<file path="src/rtl/i2c_byte_master_if.sv">
// -----------------------------------------------------------------------------
// i2c_byte_master_if
// Bus bundle between the single-byte I2C master sequencer and its environment
// (clock-stretch generator, pad, and the requesting logic).
//
// Signals:
//   data_clk    : data-phase clock from the stretch generator
//   start       : transaction request
//   addr[6:0]   : slave address
//   rw          : 0 = write, 1 = read
//   wdata[7:0]  : write byte
//   sda_in      : SDA line value from the pad
//   sda_oe      : 1 pulls SDA low, 0 releases it
//   scl_not_ena : 1 holds SCL high (no stretching), 0 lets SCL toggle
//   busy        : transaction in progress
//   done        : one-cycle end-of-transaction pulse
//   ack_error   : slave NACKed the address or the write byte
//   rdata[7:0]  : byte received in a read
//
// Modports:
//   master : the sequencer itself
//   slave  : everything driving it (generator, pad, requester)
// -----------------------------------------------------------------------------
interface i2c_byte_master_if;
   logic       data_clk;
   logic       start;
   logic [6:0] addr;
   logic       rw;
   logic [7:0] wdata;
   logic       sda_in;
   logic       sda_oe;
   logic       scl_not_ena;
   logic       busy;
   logic       done;
   logic       ack_error;
   logic [7:0] rdata;

   modport master (
      input  data_clk, start, addr, rw, wdata, sda_in,
      output sda_oe, scl_not_ena, busy, done, ack_error, rdata
   );

   modport slave (
      output data_clk, start, addr, rw, wdata, sda_in,
      input  sda_oe, scl_not_ena, busy, done, ack_error, rdata
   );
endinterface

</file>
<file path="src/rtl/i2c_byte_master.sv">
// -----------------------------------------------------------------------------
// i2c_byte_master
// Single-byte I2C master sequencer. Runs START, 7-bit address + R/W, address
// ACK, one data byte (write or read), ACK/NACK and STOP, stepping on the
// phase edges of data_clk supplied by the clock-stretch generator.
//
// Ports:
//   clk : system clock (shared with the stretch generator)
//   rst : asynchronous active-low reset; releases SDA and SCL at once
//   bus : i2c_byte_master_if.master (request, pad and status signals)
//
// All state changes happen on the rising edge of data_clk (mid SCL-low);
// SDA is sampled on the falling edge of data_clk (mid SCL-high).
// -----------------------------------------------------------------------------
module i2c_byte_master (
   input  logic              clk,
   input  logic              rst,
   i2c_byte_master_if.master bus
);

   typedef enum logic [3:0] {
      ST_IDLE  = 4'd0,
      ST_START = 4'd1,
      ST_ADDR  = 4'd2,
      ST_ACK_A = 4'd3,
      ST_WR    = 4'd4,
      ST_ACK_W = 4'd5,
      ST_RD    = 4'd6,
      ST_MNACK = 4'd7,
      ST_STOP  = 4'd8
   } state_t;

   state_t     state_r,     state_nxt_s;
   logic       dc_q_r;
   logic       rise_s;
   logic       fall_s;
   logic [7:0] shreg_r,     shreg_nxt_s;
   logic [2:0] bcnt_r,      bcnt_nxt_s;
   logic [7:0] wdata_r,     wdata_nxt_s;
   logic       rw_r,        rw_nxt_s;
   logic       pending_r,   pending_nxt_s;
   logic       sda_oe_r,    sda_oe_nxt_s;
   logic       scl_ne_r,    scl_ne_nxt_s;
   logic       busy_r,      busy_nxt_s;
   logic       done_r,      done_nxt_s;
   logic       ack_error_r, ack_error_nxt_s;
   logic [7:0] rdata_r,     rdata_nxt_s;

   // rise = mid SCL-low (SDA may change), fall = mid SCL-high (sample SDA)
   assign rise_s = bus.data_clk & ~dc_q_r;
   assign fall_s = ~bus.data_clk & dc_q_r;

   // Delayed copy of data_clk for phase-edge detection
   always_ff @(posedge clk or negedge rst) begin
      if (!rst) begin
         dc_q_r <= 1'b0;
      end else begin
         dc_q_r <= bus.data_clk;
      end
   end

   // State and datapath registers; every output comes straight from here
   always_ff @(posedge clk or negedge rst) begin
      if (!rst) begin
         state_r     <= ST_IDLE;
         shreg_r     <= 8'h00;
         bcnt_r      <= 3'd0;
         wdata_r     <= 8'h00;
         rw_r        <= 1'b0;
         pending_r   <= 1'b0;
         sda_oe_r    <= 1'b0;
         scl_ne_r    <= 1'b1;
         busy_r      <= 1'b0;
         done_r      <= 1'b0;
         ack_error_r <= 1'b0;
         rdata_r     <= 8'h00;
      end else begin
         state_r     <= state_nxt_s;
         shreg_r     <= shreg_nxt_s;
         bcnt_r      <= bcnt_nxt_s;
         wdata_r     <= wdata_nxt_s;
         rw_r        <= rw_nxt_s;
         pending_r   <= pending_nxt_s;
         sda_oe_r    <= sda_oe_nxt_s;
         scl_ne_r    <= scl_ne_nxt_s;
         busy_r      <= busy_nxt_s;
         done_r      <= done_nxt_s;
         ack_error_r <= ack_error_nxt_s;
         rdata_r     <= rdata_nxt_s;
      end
   end

   // Next-state and next-output logic
   always_comb begin
      state_nxt_s     = state_r;
      shreg_nxt_s     = shreg_r;
      bcnt_nxt_s      = bcnt_r;
      wdata_nxt_s     = wdata_r;
      rw_nxt_s        = rw_r;
      pending_nxt_s   = pending_r;
      sda_oe_nxt_s    = sda_oe_r;
      scl_ne_nxt_s    = scl_ne_r;
      busy_nxt_s      = busy_r;
      done_nxt_s      = 1'b0;
      ack_error_nxt_s = ack_error_r;
      rdata_nxt_s     = rdata_r;

      if (rise_s) begin
         case (state_r)
            ST_IDLE: begin
               if (pending_r) begin
                  // SDA falls while SCL is still held high: START condition
                  state_nxt_s   = ST_START;
                  sda_oe_nxt_s  = 1'b1;
                  pending_nxt_s = 1'b0;
               end else begin
                  state_nxt_s = ST_IDLE;
               end
            end
            ST_START: begin
               state_nxt_s  = ST_ADDR;
               scl_ne_nxt_s = 1'b0;
               bcnt_nxt_s   = 3'd7;
               sda_oe_nxt_s = ~shreg_r[7];
            end
            ST_ADDR, ST_WR: begin
               if (bcnt_r == 3'd0) begin
                  state_nxt_s  = (state_r == ST_ADDR) ? ST_ACK_A : ST_ACK_W;
                  sda_oe_nxt_s = 1'b0;
               end else begin
                  // shreg[7] is the bit on the wire; [6] is the one to send next
                  shreg_nxt_s  = {shreg_r[6:0], 1'b0};
                  bcnt_nxt_s   = bcnt_r - 3'd1;
                  sda_oe_nxt_s = ~shreg_r[6];
               end
            end
            ST_ACK_A: begin
               if (ack_error_r) begin
                  state_nxt_s  = ST_STOP;
                  sda_oe_nxt_s = 1'b1;
                  scl_ne_nxt_s = 1'b1;
               end else if (rw_r) begin
                  state_nxt_s  = ST_RD;
                  sda_oe_nxt_s = 1'b0;
                  bcnt_nxt_s   = 3'd7;
               end else begin
                  state_nxt_s  = ST_WR;
                  shreg_nxt_s  = wdata_r;
                  sda_oe_nxt_s = ~wdata_r[7];
                  bcnt_nxt_s   = 3'd7;
               end
            end
            ST_RD: begin
               if (bcnt_r == 3'd0) begin
                  // single-byte read ends with a master NACK (SDA released)
                  state_nxt_s  = ST_MNACK;
                  sda_oe_nxt_s = 1'b0;
               end else begin
                  bcnt_nxt_s = bcnt_r - 3'd1;
               end
            end
            ST_ACK_W, ST_MNACK: begin
               // hold SDA low and let SCL return high ahead of the STOP edge
               state_nxt_s  = ST_STOP;
               sda_oe_nxt_s = 1'b1;
               scl_ne_nxt_s = 1'b1;
            end
            ST_STOP: begin
               // SDA rises with SCL high: STOP condition
               state_nxt_s  = ST_IDLE;
               sda_oe_nxt_s = 1'b0;
               busy_nxt_s   = 1'b0;
               done_nxt_s   = 1'b1;
            end
            default: begin
               state_nxt_s   = ST_IDLE;
               sda_oe_nxt_s  = 1'b0;
               scl_ne_nxt_s  = 1'b1;
               busy_nxt_s    = 1'b0;
               pending_nxt_s = 1'b0;
            end
         endcase
      end else if (fall_s) begin
         case (state_r)
            ST_ACK_A, ST_ACK_W: begin
               if (bus.sda_in) begin
                  ack_error_nxt_s = 1'b1;
               end else begin
                  ack_error_nxt_s = ack_error_r;
               end
            end
            ST_RD: begin
               rdata_nxt_s = {rdata_r[6:0], bus.sda_in};
            end
            default: begin
               rdata_nxt_s = rdata_r;
            end
         endcase
      end else begin
         state_nxt_s = state_r;
      end

      // Requests are only taken while idle with nothing pending; fields stay
      // frozen for the rest of the transaction.
      if ((state_r == ST_IDLE) && !pending_r && bus.start) begin
         shreg_nxt_s     = {bus.addr, bus.rw};
         rw_nxt_s        = bus.rw;
         wdata_nxt_s     = bus.wdata;
         busy_nxt_s      = 1'b1;
         ack_error_nxt_s = 1'b0;
         pending_nxt_s   = 1'b1;
      end else begin
         wdata_nxt_s = wdata_r;
      end
   end

   assign bus.sda_oe      = sda_oe_r;
   assign bus.scl_not_ena = scl_ne_r;
   assign bus.busy        = busy_r;
   assign bus.done        = done_r;
   assign bus.ack_error   = ack_error_r;
   assign bus.rdata       = rdata_r;

endmodule

</file>
<file path="src/flat_wrapper.sv">
// flat-port wrapper written by rule: the top's interface ports become plain ports
module i2c_byte_master_flat 
  (clk, rst, bus_data_clk, bus_start, bus_addr, bus_rw, bus_wdata, bus_sda_in, bus_sda_oe, bus_scl_not_ena, bus_busy, bus_done, bus_ack_error, bus_rdata);
  i2c_byte_master_if bus_i ();
  input  logic clk;
  input  logic rst;
  input wire logic [$bits(bus_i.data_clk)-1:0] bus_data_clk;
  input wire logic [$bits(bus_i.start)-1:0] bus_start;
  input wire logic [$bits(bus_i.addr)-1:0] bus_addr;
  input wire logic [$bits(bus_i.rw)-1:0] bus_rw;
  input wire logic [$bits(bus_i.wdata)-1:0] bus_wdata;
  input wire logic [$bits(bus_i.sda_in)-1:0] bus_sda_in;
  output wire logic [$bits(bus_i.sda_oe)-1:0] bus_sda_oe;
  output wire logic [$bits(bus_i.scl_not_ena)-1:0] bus_scl_not_ena;
  output wire logic [$bits(bus_i.busy)-1:0] bus_busy;
  output wire logic [$bits(bus_i.done)-1:0] bus_done;
  output wire logic [$bits(bus_i.ack_error)-1:0] bus_ack_error;
  output wire logic [$bits(bus_i.rdata)-1:0] bus_rdata;
  assign bus_i.data_clk = bus_data_clk;
  assign bus_i.start = bus_start;
  assign bus_i.addr = bus_addr;
  assign bus_i.rw = bus_rw;
  assign bus_i.wdata = bus_wdata;
  assign bus_i.sda_in = bus_sda_in;
  assign bus_sda_oe = bus_i.sda_oe;
  assign bus_scl_not_ena = bus_i.scl_not_ena;
  assign bus_busy = bus_i.busy;
  assign bus_done = bus_i.done;
  assign bus_ack_error = bus_i.ack_error;
  assign bus_rdata = bus_i.rdata;
  i2c_byte_master u_core (.clk(clk), .rst(rst), .bus(bus_i));
endmodule
</file>
<file path="config.mk">
export PLATFORM = sky130hd
export DESIGN_NAME = i2c_byte_master_flat
export DESIGN_NICKNAME = d
export VERILOG_FILES = /design/src/rtl/i2c_byte_master_if.sv /design/src/rtl/i2c_byte_master.sv /design/src/flat_wrapper.sv
export SDC_FILE = /design/constraint.sdc
export NUM_CORES = 1
export LEC_CHECK = 0
export CAP_MARGIN = 0
export CORE_MARGIN = 3
export CORE_UTILIZATION = 43
export CTS_CLUSTER_SIZE = 28
export DETAILED_ROUTE_END_ITERATION = 10
export PLACE_DENSITY = 0.77
export SLEW_MARGIN = 20
export SYNTH_ARGS = -nofsm -noshare
export SYNTH_HDL_FRONTEND = slang
export SYNTH_SLANG_ARGS = --single-unit
</file>
<file path="constraint.sdc">
create_clock -name clk -period 2.5 [get_ports clk]
set_clock_uncertainty 0.2 [all_clocks]
set_input_delay 0.75 -clock clk [delete_from_list [all_inputs] [get_ports clk]]
set_output_delay 0.75 -clock clk [all_outputs]
set_load 0.05 [all_outputs]
</file>
== After elaboration in Yosys (flattened, before gate mapping) ==
Cells that the tools add are included.

* Bits in registers: 39
* Input port bits: 21
* Output and inout bits: 13
* Word-level logic and storage cells: 107

* $add $sub $neg: 1
* Equality and inequality tests: 20
* Mux-type cells: 37
* Bitwise operators: 9
* Reduce and logical (&&, ||, !) cells: 27

{| class="wikitable"
|+ Operators with widths
! operator !! number
|-
| 2-to-1 mux 8 bit || 5
|-
| one-hot mux 4 bit (6 select lines) || 1
|-
| 2-to-1 mux 1 bit || 20
|-
| == test 4 x 3 -> 1 bit (second input constant) || 4
|-
| one-hot mux 8 bit (2 select lines) || 1
|-
| OR reduction 8 bit || 2
|-
| 2-to-1 mux 4 bit || 3
|-
| inequality test 2 x 1 -> 1 bit (second input constant) || 6
|-
| AND reduction 3 bit || 4
|-
| 2-to-1 mux 3 bit || 3
|-
| inequality test 3 bit (second input constant) || 3
|-
| one-hot mux 3 bit (3 select lines) || 1
|-
| == test 4 x 2 -> 1 bit (second input constant) || 2
|-
| AND reduction 4 bit || 2
|-
| nonzero test 2 bit || 4
|-
| inverter 1 bit || 7
|-
| inequality test 2 bit (second input constant) || 3
|-
| one-hot mux 1 bit (6 select lines) || 1
|-
| nonzero test 3 bit || 2
|-
| OR reduction 2 bit || 3
|-
| AND reduction 5 bit || 1
|-
| OR reduction 5 bit || 1
|-
| == test 4 x 1 -> 1 bit (second input constant) || 1
|-
| == test 4 bit (second input constant) || 1
|-
| 10 further kinds || 13
|}

== Depth between registers and ports, before layout ==
* Word-level depth: 6
* Mapped depth: 6
* Depth with buffers taken out: 6

== Worst setup path after synthesis ==
Ideal clock, no wire load.

* Path kind: input to register
* From: input bus_data_clk
* To: register u_core.shreg_r[1]
* Setup time: 0.125 ns
* Data arrival time: 1.883 ns
* Required time: 2.175 ns
* Slack: 0.292 ns
* Cell stages on the path: 4
* Buffers on the path: 0
* Path through: or3b_4 > a211oi_4 > a21oi_4 > mux2_4

* Word-level cells in the longest chain between the ends: 3

{| class="wikitable"
|+ RTL lines
! element !! line !! text
|-
| start, declared || flat_wrapper.sv:7 || <nowiki>input wire logic [$bits(bus_i.data_clk)-1:0] bus_data_clk;</nowiki>
|-
| bitwise AND 1 bit || i2c_byte_master.sv:50 || <nowiki>assign rise_s = bus.data_clk & ~dc_q_r;</nowiki>
|-
| nonzero test 2 bit (no line) || -- ||
|-
| AND reduction 5 bit (no line) || -- ||
|-
| end signal, assigned || i2c_byte_master.sv:79 || <nowiki>shreg_r <= shreg_nxt_s;</nowiki>
|-
| end, declared || i2c_byte_master.sv:37 || <nowiki>logic [7:0] shreg_r, shreg_nxt_s;</nowiki>
|}

Every way passes these cells.
A chain may end at the register's enable or synchronous reset.

== Worst setup path in the final report ==
* From: input bus_data_clk
* To: register u_core.shreg_r[5]

The elaborated chain is that of the path after synthesis.

==> results.md <==
* # diodes: 0
* Clock Sink Count: 39
* capturing element type of the critical path: flip-flop
* Clock Path Buffers: 2
* per-instance average area after synthesis: 10.88 sq um
* largest fanout on the critical path: 7
* drt drc: 0
* number of buffers created by CTS: 5
* cell-internal power: 1.847 mW
* signed area change from the synthesized netlist to the final layout: 28.28%
* critical path's largest stage delay: 0.48 ns
* cell row count: 24
* Util after Layout: 59.08%
* outcome: finished, final reports clean
* pwr dens: 1167 nW/um^2
* post-route fraction of the period consumed by the critical path: 97.92%
* count of hold-fix buffers inserted at cts: 0
* pin count of the biggest net entering global routing: 21
* number of global-route vias before repair: 1619
* number of nets in the synthesized netlist: 215
* portion of synthesized cell area occupied by the leading cell type: 45.54%
* Max-cap violations: 0
* final global-route overflow total: 0
* antenna-violating nets left: 0
* Async SR Flop Fraction: 100.0%
* Peak VDD IR: 427.6 uV
* initial antenna violation count: 0
* io pins: 34
* CTS tree: built
* total core area: 4534 sq um
* most area-consuming cells after synthesis: sky130_fd_sc_hd__dfrtp_1 46%, sky130_fd_sc_hd__nand2_1 6.5%, sky130_fd_sc_hd__mux2_1 6.5%, sky130_fd_sc_hd__mux2_2 6.5%, sky130_fd_sc_hd__mux2_4 5.0%
* part of the power in registers: 33.9%
* HPWL Detailed: 3150 microns
* GRT Resource Usage Total: 17.13%
* count of final setup violators: 0
* CP cell instances: clkdlybuf4s50_1 -> or3b_4 -> a211oi_4 -> a21oi_4 -> mux2_4
* Main synth FF type: sky130_fd_sc_hd__dfrtp_1
* Sw Ratio: 40.93%
* kind of critical path: in2reg
* fraction of layout instances using a drive strength above 1: 24.27%
* portion of total power attributed to the clock network: 17.2%
* sequential element share of the synthesized area: 46.79%
* drt first-iter violations: 98
* number of fill cells in the layout: 397
* endpoint arrival time on the critical path: 2.43 ns
* transition time at the pin with the least slew margin: 0.4959 ns
* number of unique standard cell types used by synthesis: 50
* critical path required time: 2.48 ns
* leakage power: 1.234 nW
* net total in the final layout: 261
* iteration count of the initial detailed-routing pass: 4
* WL/cell: 14.35 microns
* vias per cell: 5.293
* cell with the largest stage delay on the worst path: sky130_fd_sc_hd__clkdlybuf4s50_1
* Slew Limit Fails: 0
* total vias in the final route: 1609
* number of flops mapped to enable cells by yosys: 0
* clock latency reported for the late side of the worst-skew pair: 0.30 ns
* post-CTS clock slew at the launch and capture registers of the worst setup and hold paths: 0.08 ns
* yosys warns: 0
* gate count after technology mapping: 192
* Final min period: 2.448 ns
* number of hold violations in the final report: 0
* die area: 5728 sq um
* launching element type of the critical path: input port
* ranking of synthesized cells by instance count: 38 x sky130_fd_sc_hd__dfrtp_1, 36 x sky130_fd_sc_hd__nand2_1, 12 x sky130_fd_sc_hd__mux2_1, 12 x sky130_fd_sc_hd__mux2_2, 7 x sky130_fd_sc_hd__mux2_4
* setup repair after global routing missed its margin: no
* f_max: 408.5 MHz
* cell type with the largest total area after synthesis: sky130_fd_sc_hd__dfrtp_1
* worst hold margin: 0.2002 ns
* quantity of I/O buffers inserted on ports: 33
* Synth Register Bits: 39
* worst-case headroom to the max-slew limit: 66.83%
* area occupied by multi-input gates: 1042 sq um
* overall routed net length: 4361 microns
* most common cell in the netlist: sky130_fd_sc_hd__dfrtp_1
* net switching power of the design: 1.280 mW
* Die Y-Extent: 75.69 microns
* Die Width: 75.69 microns
* post-synthesis instance area: 2088 sq um
* H-tree depth: 2
* number of gates resized after cts: 0
* last weighted congestion value of the routability-driven placer: 0.7916
* clock root buffer: sky130_fd_sc_hd__clkbuf_8
* part of the total power dissipated in combinational logic: 48.9%
* Largest delay share family, worst path: buffers and inverters
* Setup Buffers After CTS: 0
* TNS Setup: 0 ns
* Seq. cell area: 977.2 sq um
* worst path bufs/invs: 1
* wire length of the first global-routing pass: 7286 microns
* starting density of the core: 46.05%
* worst hold-check path type: in2async
## worst register-to-register path, cell delays in order (launching register included)
cell	delay, ns
sky130_fd_sc_hd__dfrtp_1	0.47
sky130_fd_sc_hd__nor4bb_1	0.27
sky130_fd_sc_hd__buf_4	0.25
sky130_fd_sc_hd__mux2_2	0.35
sky130_fd_sc_hd__mux2_2	0.26
sky130_fd_sc_hd__mux2_4	0.27
## flip-flops by register name, indices dropped and copies added (netlist names), 3 cells and up
signal	count
u_core.bcnt_r	3
u_core.bus.rdata	8
u_core.shreg_r	8
u_core.state_r	4
u_core.wdata_r	8
## through the flow
step | instance area [sq um] | cells | worst slack [ns] | power (mW)
2_1_floorplan | 2088 | 192 | 0.2915 | 2.175
3_3_place_gp | 2566 | 296 | -0.2102 | 2.567
3_5_place_dp | 2566 | 296 | -0.2453 | 2.614
4_1_cts | 2679 | 304 | 0.05396 | 3.153
5_1_grt | 2679 | 304 | 0.01810 | 3.333
6_report | 2679 | 304 | 0.05202 | 3.127
## logic make-up (layout without fill, tap and decap cells)
kind of cell | Yosys count | in the layout | synth area share [%]
AND/OR/NAND/NOR | 74 | 74 | 19.05
flip-flops | 39 | 39 | 46.79
AO/OA/AOI/OAI | 29 | 29 | 10.37
multiplexers | 32 | 32 | 18.45
XOR/XNOR | 2 | 2 | 0.8390
adder cells (fa/ha/maj) | 2 | 2 | 1.198
buffers and inverters | 14 | 61 | 3.295
## layout make-up
type,count,area share (%)
clock inverter,3,1.635
clock buffer,5,2.569
sequential,39,36.48
inverter,4,0.5605
multi-input combinational,139,38.91
tap,65,3.036
timing repair buffer,49,16.81
## path summary, 6_finish.rpt
| path | from | end | slack [ns] | cells past startpoint |
|---|---|---|---|---|
| max | bus_data_clk | u_core.shreg_r[5]$_DFFE_PN0P_ | 0.05 | 5 |
| min | rst | u_core.bus.ack_error$_DFFE_PN0P_ | 0.20 | 1 |
| max reg2reg | u_core.state_r[1]$_DFFE_PN0P_ | u_core.shreg_r[1]$_DFFE_PN0P_ | 0.33 | 5 |
| min reg2reg | u_core.wdata_r[4]$_DFFE_PN0P_ | u_core.wdata_r[4]$_DFFE_PN0P_ | 0.28 | 2 |
| max in group asynchronous | rst | u_core.bcnt_r[2]$_DFFE_PN0P_ | 1.43 | 2 |
| min in group clk | u_core.wdata_r[4]$_DFFE_PN0P_ | u_core.wdata_r[4]$_DFFE_PN0P_ | 0.28 | 2 |
## layer usage
metal / vias to the layer above / share of wire (%) / track usage, %
li1: 769 / - / -
met5: - / 0 / 0
met3: 12 / 5.5 / 3.694
met1: 771 / 43 / 20.57
met4: 0 / 3.1 / 8.544
met2: 57 / 48 / 28.95
## cells in the final DEF (no fill, tap or decap), drive strengths merged, types with 2 or more instances in the layout
cell type	synthesis	routed
o31ai	2	2
a31oi	4	4
inv	4	4
nand2b	3	3
nand2	36	36
nor3	5	5
nor4bb	2	2
clkbuf	5	5
or2	3	3
clkdlybuf4s50	0	29
nand3	2	2
o21ai	7	7
nor4	2	2
a21oi	6	6
ha	2	2
clkinv	0	2
buf	5	20
dfrtp	38	38
nor2	8	8
a211oi	2	2
nor2b	5	5
mux2	31	31
## power groups by stage
stage / Combinational [mW] / Clock [mW] / Sequential (mW)
2_1_floorplan: 0.808 / 0 / 1.37
3_5_place_dp: 1.54 / 0 / 1.07
3_3_place_gp: 1.51 / 0 / 1.06
6_report: 1.53 / 0.536 / 1.06
4_1_cts: 1.55 / 0.544 / 1.06
5_1_grt: 1.67 / 0.566 / 1.10
No activity file was read; power rests on OpenSTA's default activity.
